**src/rtl/axi_slv_wsink_bresp.sv**
```systemverilog
// axi_slv_wsink_bresp: AXI3 write sink checking W bursts against queued AW and returning in-order B responses
module axi_slv_wsink_bresp #(
  parameter int AXI_ID_W     = 4,
  parameter int AXI_DATA_W   = 32,
  parameter int SLV_OSTD_NUM = 4
) (
  input  logic                  aclk,
  input  logic                  aresetn,
  input  logic                  in_awvalid,
  output logic                  out_awready,
  input  logic [AXI_ID_W-1:0]   in_awid,
  input  logic [3:0]            in_awlen,
  input  logic                  in_wvalid,
  output logic                  out_wready,
  input  logic [AXI_ID_W-1:0]   in_wid,
  input  logic [AXI_DATA_W-1:0] in_wdata,
  input  logic [3:0]            in_wstrb,
  input  logic                  in_wlast,
  output logic                  out_bvalid,
  input  logic                  in_bready,
  output logic [AXI_ID_W-1:0]   out_bid,
  output logic [1:0]            out_bresp,
  output logic [7:0]            out_err_cnt,
  output logic [15:0]           out_burst_cnt
);
  localparam int PW = $clog2(SLV_OSTD_NUM);
  logic [AXI_ID_W-1:0] aw_id [SLV_OSTD_NUM];
  logic [3:0]          aw_len [SLV_OSTD_NUM];
  logic [AXI_ID_W-1:0] b_id [SLV_OSTD_NUM];
  logic [1:0]          b_resp [SLV_OSTD_NUM];
  logic [PW-1:0]       aw_wp, aw_rp, b_wp, b_rp;
  logic                aw_full, b_full, aw_empty, b_empty;
  logic [3:0]          wcnt;
  logic                err;
  logic                aw_push, w_beat, last_hit, end_beat, id_bad, bad, b_pop;
  logic                unused_w;
  assign unused_w    = ^{in_wdata, in_wstrb};
  assign aw_empty    = (aw_wp == aw_rp) && !aw_full;
  assign b_empty     = (b_wp == b_rp) && !b_full;
  assign out_awready = aresetn && !aw_full;
  assign out_wready  = aresetn && !aw_empty && !b_full;
  assign out_bvalid  = !b_empty;
  assign out_bid     = b_id[b_rp];
  assign out_bresp   = b_resp[b_rp];
  assign aw_push     = in_awvalid && out_awready;
  assign w_beat      = in_wvalid && out_wready;
  assign last_hit    = wcnt == aw_len[aw_rp];
  assign end_beat    = w_beat && (in_wlast || last_hit);
  assign id_bad      = in_wid != aw_id[aw_rp];
  assign bad         = err || id_bad || (in_wlast != last_hit);
  assign b_pop       = out_bvalid && in_bready;
  always_ff @(posedge aclk) begin
    if (aw_push) begin
      aw_id[aw_wp]  <= in_awid;
      aw_len[aw_wp] <= in_awlen;
    end
    if (end_beat) begin
      b_id[b_wp]   <= aw_id[aw_rp];
      b_resp[b_wp] <= bad ? 2'b10 : 2'b00;
    end
  end
  always_ff @(posedge aclk) begin
    if (!aresetn) begin
      aw_wp         <= '0;
      aw_rp         <= '0;
      aw_full       <= 1'b0;
      b_wp          <= '0;
      b_rp          <= '0;
      b_full        <= 1'b0;
      wcnt          <= '0;
      err           <= 1'b0;
      out_err_cnt   <= '0;
      out_burst_cnt <= '0;
    end else begin
      if (aw_push) aw_wp <= aw_wp + 1'b1;
      if (end_beat) aw_rp <= aw_rp + 1'b1;
      if (aw_push != end_beat) aw_full <= aw_push && (aw_wp + 1'b1 == aw_rp);
      if (end_beat) b_wp <= b_wp + 1'b1;
      if (b_pop) b_rp <= b_rp + 1'b1;
      if (end_beat != b_pop) b_full <= end_beat && (b_wp + 1'b1 == b_rp);
      if (w_beat) begin
        wcnt <= end_beat ? 4'd0 : wcnt + 4'd1;
        err  <= !end_beat && (err || id_bad);
      end
      if (end_beat) out_burst_cnt <= out_burst_cnt + 16'd1;
      if (end_beat && bad && out_err_cnt != 8'hFF) out_err_cnt <= out_err_cnt + 8'd1;
    end
  end
endmodule

```
**config.mk**
```make
export PLATFORM = sky130hd
export DESIGN_NAME = axi_slv_wsink_bresp
export DESIGN_NICKNAME = d
export VERILOG_FILES = /design/src/rtl/axi_slv_wsink_bresp.sv
export SDC_FILE = /design/constraint.sdc
export NUM_CORES = 1
export LEC_CHECK = 0
export CORE_ASPECT_RATIO = 1.25
export CORE_UTILIZATION = 33
export DETAILED_ROUTE_END_ITERATION = 8
export HOLD_SLACK_MARGIN = 0.03
export PLACE_DENSITY = 0.57
export SYNTH_ARGS = -nofsm -noshare
export SYNTH_HDL_FRONTEND = slang
export SYNTH_SLANG_ARGS = --single-unit
```
**constraint.sdc**
```tcl
create_clock -name aclk -period 3.4 [get_ports aclk]
set_clock_uncertainty 0.1 [all_clocks]
set_input_delay 1.02 -clock aclk [delete_from_list [all_inputs] [get_ports aclk]]
set_output_delay 1.02 -clock aclk [all_outputs]
set_load 0.005 [all_outputs]
```
Word-level counts from Yosys, hierarchy flattened
Memory sizes are Yosys's and may differ from the RTL's. A register that Yosys moved wholly into a read port is not among the register bits.
Index checks and enable logic that the tools add are counted.
{ "word_totals": {"elab_cells": 67, "out_inout_bits": 33, "mem_bits_rw": 56, "inputBits": 54, "ff_bits": 39, "memories": 4} }
{ "mem_list": {"columns": ["name", "depth", "word_bits", "read_ports", "rd_clocked_by_memory_dff", "wr", "line", "text"], "rows": [
  ["aw_id", 4, 4, 1, 1, 1, "27", "logic [AXI_ID_W-1:0] aw_id [SLV_OSTD_NUM];"],
  ["aw_len", 4, 4, 1, 1, 1, "28", "logic [3:0] aw_len [SLV_OSTD_NUM];"],
  ["b_id", 4, 4, 1, 1, 1, "29", "logic [AXI_ID_W-1:0] b_id [SLV_OSTD_NUM];"],
  ["b_resp", 4, 2, 1, 1, 1, "30", "logic [1:0] b_resp [SLV_OSTD_NUM];"]
]} }
{ "op_classes": {"n_reduce_logical": 22, "muxes": 14, "n_eq_ne": 10, "add_sub_neg": 7} }
{ "ops": {"columns": ["op", "n"], "rows": [
  ["2-bit 2-to-1 mux", 9],
  ["16-bit by 1-bit adder with 16-bit output, second input constant", 1],
  ["1-bit logical AND", 14],
  ["2-bit by 1-bit adder with 2-bit output, second input constant", 4],
  ["8-bit by 1-bit adder with 8-bit output, second input constant", 1],
  ["2-bit == test", 4],
  ["8-bit != test, second input constant", 1],
  ["1-bit logical NOT", 5],
  ["4-bit by 1-bit adder with 4-bit output, second input constant", 1],
  ["4-bit == test", 1],
  ["1-bit 2-to-1 mux", 4],
  ["4-bit 2-to-1 mux", 1],
  ["4-bit != test", 1],
  ["1-bit logical OR", 3],
  ["1-bit != test", 3]
]} }

Longest topological paths before layout
Gate-level depths: netlist (run 1).
{ "logic_depth": {"depth_word": 9, "ltp_mapped": 9, "mapped_depth_nobuf": 7} }

Worst setup path before layout (run 1)
OpenSTA, ideal clock, no wires.
{ "synth_path": {"path_type": "register -> register", "start": "register with a tool-made name", "end": "memory b_id[1][0] (enable)", "period_less_slack_ns": 2.667, "path_stages_with_launch": 9, "slack_ns": 0.733, "setup_time_ns": 0.314, "path_buffers": 2, "arrival_time_ns": 2.252, "path_cell_list": "dfxtp_1 buf_6 mux4_1 xnor2_1 nand4_1 ha_1 nor2_1 buf_2 and2_1"} }
{ "synth_lines": {"columns": ["element", "line"], "rows": [
  ["to (decl)", "29"]
]} }

Worst setup path after layout (run 1)
{ "layout_path": {"start": "input aresetn", "end": "output out_wready"} }
{ "layout_between": {"elab_chain_len": 2} }
{ "layout_lines": {"columns": ["element", "line", "text"], "rows": [
  ["from (decl)", "8", "input logic aresetn,"],
  ["1-bit logical AND (2 in a row)", "41", "assign out_wready = aresetn && !aw_empty && !b_full;"],
  ["to (decl)", "14", "output logic out_wready,"]
]} }
Every way passes these cells.

==> results.yml, run 1 <==
sta:
  tightest_slew_ps: 544
  fmax_ghz: 0.302
  setup_viol: 0
  hold_viol_final: 0
  min_period_over_period_pct: 97.3
  slew_headroom_pct: 63.7
  final.setup.worst_slack_ps: 92.8
  maxSlewViolCount: 0
  fin_crit_ps: 3310
  grt_setup_unrepaired: "false"
synthesis:
  synthMuxAreaShare_pct: 11.3
  synthesis.nets: 388
  synth_cells: 322
  synthAdderAreaFrac_pct: 3.64
  yosys.area_share.xor_xnor_pct: 6.79
  synth_area_per_cell_um2: 12.8
  synth-simple-area-share_pct: 13.7
  synth_top_family_by_area: "simple AND/OR/NAND/NOR gates"
  yosys.area.top_type: "edfxtp_1"
  netlist.area_leader.share_pct: 37.8
  synth.area.top_cells: "edfxtp_1 38%, dfxtp_1 21%, xnor2_1 4.7%, mux2i_1 4.4%, mux4_2 4.4%"
  yosys_warnings: 0
  ys_types: 43
  synth_area_um2: 4130
  synth-seq-area-share_pct: 58.7
  synth_compound_area_share_pct: 3.48
  ys_ff_latch: 95
route:
  drcViolationCount: 0
  via_count: 2602
  routedWlPerCell_um: 14.1
  drt_pass1_iterations: 4
  ant_nets: 0
  drtIter0Drc: 85
  viasPerCell: 4.71
  wirelength_mm: 7.76
critical_path:
  worstSetupPathType: "in2out"
  worstPathMaxFanout: 4
  path_cells: "clkdlybuf4s15_1, nor2b_2, o31a_1, clkdlybuf4s50_1"
  required_ps: 2280
  reg2reg_slack_ps: 380
  path_delay_family: "buffers and inverters"
  end_kind: "output pin"
  crit_arrival_ps: 2190
  crit_buf_inv: 2
  r2r_cells: 8
  worst_setup_path_start_kind: "primary input"
  cpMaxStageDelayCell: "clkdlybuf4s50_1"
  endpoint: "out_wready"
  critPathMaxStageDelay_ps: 560
  cp-startpoint: "aresetn"
  worst-path-stages: 4
  r2r-end: "out_err_cnt[3]"
cells_and_area:
  seq_area_um2: 2420
  drive_above_1_share_pct: 11.6
  diodes: 0
  mostFrequentLayoutCells: "52 x edfxtp_1, 48 x clkdlybuf4s50_1, 43 x dfxtp_1"
  area_growth_pct: 25.6
  multiInputGateArea_um2: 1620
  utilization_pct: 42.6
  layout_commonest_cell: "edfxtp_1"
  final_nets: 449
  nFillCells: 1158
power_and_ir_drop:
  ir_drop_mv: 0.336
  power_density_nw_per_um2: 477
  p_leak_uw: 0.00185
  power.total_uw: 2470
cts:
  cts-htree-levels: 3
  cts_tree: "built"
  clockBufferDepth: 2
  insertion_delay_ps: 340
  post_cts_buffers: 0
  clk_pin_slew_worst_paths_ps: 70
  cts_root_buffer: "clkbuf_16"
  cts_sinks: 95
  numCtsBuffers: 9
grt:
  grt_pass1_wl_mm: 13.1
  gr-total-overflow: 0
  grt_pass1_vias: 2685
  grt_use_total_pct: 13.4
  grt_max_degree: 24
  grt_antenna_before_repair: 0
hold_path:
  min_from: "out_burst_cnt[15]"
  hp-class: "reg2reg"
place:
  routabilityCongestion: 0.743
  dp_hpwl_mm: 5.69
  place.port_buffers: 49
  detailedPlace.worstSlack_ps: -242
floorplanning:
  boundaryPins: 87
  die_w_um: 102
  start_util_pct: 34.0
  die_area_um2: 13000
  rows: 45
  core_area_um2: 12200
  die-height_um: 127
run:
  cap_violations: 0
run_status:
  status: "complete, no violations"
==> area by class of cell <==
type	count	share of cell area [%]
clock buffer	9	4.34
tap	164	3.96
inverter	10	0.724
clock inverter	7	1.67
sequential	95	46.7
multi-input combinational	205	31.2
timing repair buffer	62	11.3
==> worst min-delay path by stage <==
stage / endpoint / cells past startpoint
after floorplan: err / 2
after global placement: out_burst_cnt[15] / 2
after detailed placement: out_burst_cnt[15] / 2
after CTS: out_burst_cnt[15] / 2
after global routing: out_burst_cnt[15] / 2
final: out_burst_cnt[15] / 2
==> per-layer routing <==
metal / track usage, % / wire length, µm / up-vias
met4: 5.88 / 153 / 0
met3: 3.45 / 229 / 8
met2: 22.4 / 3980 / 44
met5: 0 / 0 / -
li1: - / - / 1289
met1: 16.0 / 3390 / 1261
==> power by group <==
group	switching, µW	internal [µW]
logic	92.5	93.6
registers	18.6	1230
clock network	447	587
total	558	1920
==> what timing repair did <==
action / 4_1_cts / 5_1_grt
hold buffers: 0 / 0
gates cloned: 0 / 0
gates resized for setup: 2 / 1
pin swaps: 0 / 0
setup endpoints to repair: 2 / 1
==> cells in the mapped netlist <==
cell / count
nand3_1: 14
nand4_1: 3
mux4_1: 4
xnor2_1: 22
a21oi_1: 4
buf_4: 1
and4_1: 1
dfxtp_1: 43
buf_6: 1
o31a_1: 1
conb_1: 1
nor3_1: 5
nor3b_1: 5
buf_2: 2
or2_2: 2
and3_1: 8
nor2_1: 27
nand2b_1: 5
o41ai_1: 1
o211ai_1: 2
inv_1: 10
nor4_1: 8
mux2i_1: 18
edfxtp_1: 52
o21ai_2: 1
o21ai_0: 1
mux4_2: 8
o21ai_1: 3
and3b_2: 1
xor2_1: 10
o211ai_2: 1
a31oi_1: 2
nand3b_1: 1
nor4b_1: 2
o31ai_1: 1
ha_1: 12
a2111o_4: 1
and2_1: 5
or3_1: 1
clkbuf_1: 8
o311ai_0: 1
nor2b_1: 1
nand2_1: 22
==> stage by stage <==
step | cells | hold WS [ps] | setup TNS, ps | instance area (µm²)
2_1_floorplan | 322 | 358 | 0 | 4130
3_3_place_gp | 536 | 359 | -353 | 4870
3_5_place_dp | 536 | 371 | -348 | 4870
4_1_cts | 552 | 381 | 0 | 5180
5_1_grt | 552 | 412 | 0 | 5180
6_report | 552 | 373 | 0 | 5180
==> cells by family after synthesis <==
logic type,Yosys count
xor gates and xnor gates,32
DFF,95
muxes,30
AOI/OAI and AO/OA,19
adders and majority gates,12
other,1
buffers and inverters,22
and+or+nand+nor,111
==> flip-flops by register name, summed over array words and instances (netlist names), named ones only <==
signal,count
aw_id,16
aw_len,16
b_id,16
out_burst_cnt,16
out_err_cnt,8
b_resp,4
wcnt,4
aw_rp,2
aw_wp,2
b_rp,2
b_wp,2
aw_full,1
b_full,1
err,1
==> tightest hold or removal path, stage by stage, from the launching register on <==
cell and delay (ps):
dfxtp_1 320, nand2_1 50, mux2i_1 60
(Power assumes the default switching activity.)
==> inputs of run 2 (changes only) <==
--- a/config.mk
+++ b/config.mk
@@ -8,6 +8,7 @@
 export CORE_ASPECT_RATIO = 1.25
 export CORE_UTILIZATION = 33
 export DETAILED_ROUTE_END_ITERATION = 8
+export GPL_TIMING_DRIVEN = 0
 export HOLD_SLACK_MARGIN = 0.03
 export PLACE_DENSITY = 0.57
 export SYNTH_ARGS = -nofsm -noshare
==> run 2 against run 1 <==
- sequential power barely moved
- design area down 0.84%
- register-to-register slack worse by 140 ps
- die area did not move
- via count is essentially flat
- hold slack improved by 14 ps
- combinational power up 2%
- critical endpoint unchanged
- largest cell class unchanged
- cell count is 0.18% higher
- global-route usage grew 0.11 points
- total power decreased by 3.5%
==> results.yml, run 2 (same netlist as run 1, synthesis figures left out) <==
floorplanning:
  boundaryPins: 87
  core_area_um2: 12200
  start_util_pct: 34.0
  die-height_um: 127
  die_w_um: 102
  rows: 45
  die_area_um2: 13000
grt:
  grt_use_total_pct: 13.5
  grt_pass1_wl_mm: 13.0
  grt_antenna_before_repair: 0
  grt_pass1_vias: 2601
  gr-total-overflow: 0
  grt_max_degree: 18
cts:
  cts_sinks: 95
  clockBufferDepth: 2
  clk_pin_slew_worst_paths_ps: 70
  cts_root_buffer: "clkbuf_16"
  insertion_delay_ps: 340
  numCtsBuffers: 9
  cts_tree: "built"
  cts-htree-levels: 3
  ctsHoldBuffers: 0
power_and_ir_drop:
  p_seq_share_pct: 52.4
  clkPwrFrac_pct: 39.6
  p_sw_uw: 556
  p_int_uw: 1830
  power.total_uw: 2390
  p_leak_uw: 0.00182
  power_switching_share_pct: 23.3
  combPwrFrac_pct: 8.0
  ir_drop_mv: 0.216
  power_density_nw_per_um2: 464
sta:
  maxSlewViolCount: 0
  final.setup.worst_slack_ps: 92.1
  fin_crit_ps: 3310
  hold_viol_final: 0
  grt_setup_unrepaired: "false"
  fmax_ghz: 0.302
  min_period_over_period_pct: 97.3
  setup_viol: 0
  slew_headroom_pct: 61.4
  tightest_slew_ps: 572
cells_and_area:
  final_cells: 553
  final_nets: 450
  diodes: 0
  drive_above_1_share_pct: 10.3
  mostFrequentLayoutCells: "52 x edfxtp_1, 48 x clkdlybuf4s50_1, 43 x dfxtp_1"
  layout_commonest_cell: "edfxtp_1"
  area_growth_pct: 24.5
  final_cell_area_um2: 5140
run:
  cap_violations: 0
critical_path:
  worstSetupPathType: "in2out"
  worst_setup_path_start_kind: "primary input"
  end_kind: "output pin"
  critPathMaxStageDelay_ps: 510
  crit_arrival_ps: 2190
  path_cells: "dlygate4sd2_1, nor2b_4, o31a_1, clkdlybuf4s50_1"
  cpMaxStageDelayCell: "clkdlybuf4s50_1"
  worstPathMaxFanout: 4
  required_ps: 2280
route:
  drcViolationCount: 0
  drt_pass1_iterations: 4
  routedWlPerCell_um: 14.4
  via_count: 2600
  drtIter0Drc: 62
  viasPerCell: 4.70
  ant_nets: 0
  wirelength_mm: 7.97
place:
  dp.cells: 535
  placed_cell_area_um2: 4820
  dp_hpwl_mm: 5.80
  detailedPlace.worstSlack_ps: -284
  place.port_buffers: 49
  routabilityCongestion: 0.737
hold_path:
  hp-class: "reg2reg"
run_status:
  status: "complete, no violations"
==> run 2: changes by cell type in the layout (fill, tap and decap cells not counted), moves of 2 or more <==
cell,before,now
buf_2,0,2
buf_4,13,3
clkbuf_1,0,8
inv_6,2,4
inv_8,2,0
nor2_1,27,25
==> run 2: power groups by stage <==
stage	clock, µW	sequential (µW)	combinational, µW
6_report	946	1250	190
5_1_grt	1020	1250	212
4_1_cts	969	1250	190
3_5_place_dp	0	1280	187
3_3_place_gp	0	1280	184
2_1_floorplan	0	1270	110
==> run 2: metrics by stage <==
step                      hold WS, ps  setup TNS [ps]  utilization (%)
after global routing              431               0             42.3
final                             387               0             42.3
after detailed placement          378           -5930             39.7
after global placement            366           -4900             39.7
after floorplan                   358               0                -
after CTS                         386               0             42.0
==> run 2: area by class of cell <==
| type | instances | area (µm²) |
|---|---|---|
| multi-input combinational | 205 | 1640 |
| timing repair buffer | 51 | 504 |
| clock buffer | 9 | 225 |
| tap | 164 | 205 |
| sequential | 95 | 2420 |
| fill | 1155 | 7020 |
| buffer | 12 | 58.8 |
| inverter | 10 | 37.5 |
| clock inverter | 7 | 52.6 |
==> run 2: path summary, 6_finish.rpt <==
kind	start	endpoint	slack, ps	cells after the start
worst max-delay path	aresetn	out_wready	90	4
worst min-delay path	out_burst_cnt[15]	out_burst_cnt[15]	390	2
worst max register to register	flip-flop	b_resp[3][1]	240	8
worst min register to register	out_burst_cnt[15]	out_burst_cnt[15]	390	2
==> run 2: repair_timing <==
action                                  in CTS  in global routing
resized for setup                            3                  5
setup buffers                                1                  1
endpoints found under the setup margin       2                 25
==> run 2: worst max-delay path: cells and delay by family <==
family	cells	cell delay [ps]
AOI/OAI and AO/OA	1	180
buffers and inverters	2	800
and+or+nand+nor	1	180
==> run 2: per-layer routing <==
| metal | track usage (%) | part of all wire (%) | up-vias |
|---|---|---|---|
| met3 | 3.23 | 3.5 | 10 |
| li1 | - | - | 1297 |
| met2 | 23.0 | 51 | 50 |
| met1 | 16.0 | 43 | 1243 |
| met4 | 5.80 | 1.9 | 0 |
| met5 | 0 | 0 | - |
==> inputs of run 3 (changes only) <==
--- a/config.mk
+++ b/config.mk
@@ -10,7 +10,9 @@
 export DETAILED_ROUTE_END_ITERATION = 8
 export GPL_TIMING_DRIVEN = 0
 export HOLD_SLACK_MARGIN = 0.03
-export PLACE_DENSITY = 0.57
+export PLACE_DENSITY = 0.59
+export SETUP_SLACK_MARGIN = 0.3
+export SKIP_CTS_REPAIR_TIMING = 1
 export SYNTH_ARGS = -nofsm -noshare
 export SYNTH_HDL_FRONTEND = slang
 export SYNTH_SLANG_ARGS = --single-unit
==> constraint.sdc (replaced) <==
create_clock -name aclk -period 2.9 [get_ports aclk]
set_clock_uncertainty 0.1 [all_clocks]
set_input_delay 0.87 -clock aclk [delete_from_list [all_inputs] [get_ports aclk]]
set_output_delay 0.87 -clock aclk [all_outputs]
set_load 0.005 [all_outputs]
==> run 3 against run 2 <==
- non-clock buffer count is 15 higher
- design area is 9.5% higher
- critical path depth stayed put
- clock power is 21% higher
- cell count is 2.7% higher
- first-iteration DRC count is 48% higher
- die area stayed put
- flip-flop and latch count stayed put
- worst setup slack better by 77 ps
==> results.yml, run 3 (same netlist as run 1, synthesis figures left out) <==
grt:
  gr-total-overflow: 0
  met3_usage_pct: 3.01
  grt_max_degree: 19
  grt_use_total_pct: 12.9
  grt_pass1_vias: 2555
  grt_antenna_before_repair: 0
  globalRouteMet1Util_pct: 15.1
  use_met2_pct: 22.1
  busiest_layer: "met2"
  grt_pass1_wl_mm: 12.6
route:
  drtIter0Drc: 92
  ant_nets: 0
  wirelength_mm: 8.32
  routedWlPerCell_um: 14.6
  drcViolationCount: 0
  via_count: 2677
  drt_pass1_iterations: 4
  viasPerCell: 4.71
cells_and_area:
  mostFrequentLayoutCells: "52 x edfxtp_1, 41 x dfxtp_1, 40 x clkdlybuf4s50_1"
  utilization_pct: 46.3
  final_cell_area_um2: 5630
  diodes: 0
  multiInputGateArea_um2: 1880
  drive_above_1_share_pct: 23.8
  seq_area_um2: 2430
  nFillCells: 1101
  final_nets: 465
  layout_commonest_cell: "edfxtp_1"
  area_growth_pct: 36.3
sta:
  final.setup.worst_slack_ps: 169
  tightest_slew_ps: 598
  hold_viol_final: 0
  grt_setup_unrepaired: "true"
  setup_viol: 0
  maxSlewViolCount: 0
  min_period_over_period_pct: 94.2
  slew_headroom_pct: 60.1
  fin_crit_ps: 2730
  fmax_ghz: 0.366
run_status:
  status: "complete, no violations"
floorplanning:
  start_util_pct: 34.0
  die_w_um: 102
  die-height_um: 127
  die_area_um2: 13000
  rows: 45
  core_area_um2: 12200
  boundaryPins: 87
power_and_ir_drop:
  ir_drop_mv: 0.287
  p_leak_uw: 0.00211
  power_density_nw_per_um2: 512
critical_path:
  r2r-end: "out_burst_cnt[12]"
  reg2reg_slack_ps: 230
  required_ps: 1930
  r2r_cells: 10
  worst_setup_path_start_kind: "primary input"
  end_kind: "output pin"
  worstPathMaxFanout: 6
  cp-startpoint: "aresetn"
  endpoint: "out_awready"
  worstSetupPathType: "in2out"
  crit_arrival_ps: 1760
hold_path:
  hp-class: "reg2reg"
cts:
  cts_tree: "built"
  cts_root_buffer: "clkbuf_16"
  cts_sinks: 95
  cts-htree-levels: 3
  numCtsBuffers: 9
  clockBufferDepth: 2
  insertion_delay_ps: 340
  clk_pin_slew_worst_paths_ps: 70
run:
  cap_violations: 0
place:
  placed_cell_area_um2: 4830
  detailedPlace.worstSlack_ps: -550
  routabilityCongestion: 0.727
  dp_hpwl_mm: 5.74
  place.port_buffers: 49
## run 3: cell count changes in the layout (fill, tap and decap cells not counted), moves of 4 or more
cell	before	now
buf_4	3	11
nor4_1	7	0
clkbuf_1	8	4
dlymetal6s2s_1	0	8
nor3b_1	5	1
mux4_2	8	12
clkdlybuf4s50_1	48	40
buf_6	1	7
and2_4	0	4
mux4_1	4	0
nor4_4	0	7
## run 3: cell type report
type	count	area share, %
Buffer	12	1.87
Multi-Input combinational cell	205	33.5
Tap cell	164	3.65
Clock buffer	9	4.00
Inverter	10	0.667
Clock inverter	7	1.09
Timing Repair Buffer	66	12.1
Sequential cell	95	43.1
## run 3: power by group
part	internal [µW]	total [µW]	switching, µW
Sequential	1450	1470	19.7
Combinational	143	280	138
Clock	601	1140	535
## run 3: per-layer routing
layer	share of wire, %	wire [µm]	vias up
met5	0	0	-
met4	1.7	140	0
met3	2.8	234	9
met2	51	4280	38
met1	44	3660	1310
li1	-	-	1320
## run 3: metrics by stage
stage	power, µW	hold slack [ps]	TNS [ps]	cells
after floorplan	1620	358	0	322
after global placement	1710	371	-16960	535
after detailed placement	1720	388	-17880	535
after CTS	2850	399	-10580	551
after global routing	3000	432	0	568
final	2880	394	0	568
## run 3: worst max-delay path, cell delays in order
cell	delay [ps]
clkbuf_2	140
inv_2	90
nor2_4	130
clkdlybuf4s50_1	520
## run 3: worst min path at each step
stage	start	to	cells after the start
after floorplan	err	err	2
after global placement	out_err_cnt[2]	out_err_cnt[2]	1
after detailed placement	out_err_cnt[2]	out_err_cnt[2]	1
after CTS	out_burst_cnt[11]	out_burst_cnt[11]	2
after global routing	out_err_cnt[0]	out_err_cnt[0]	1
final	out_err_cnt[2]	out_err_cnt[2]	1
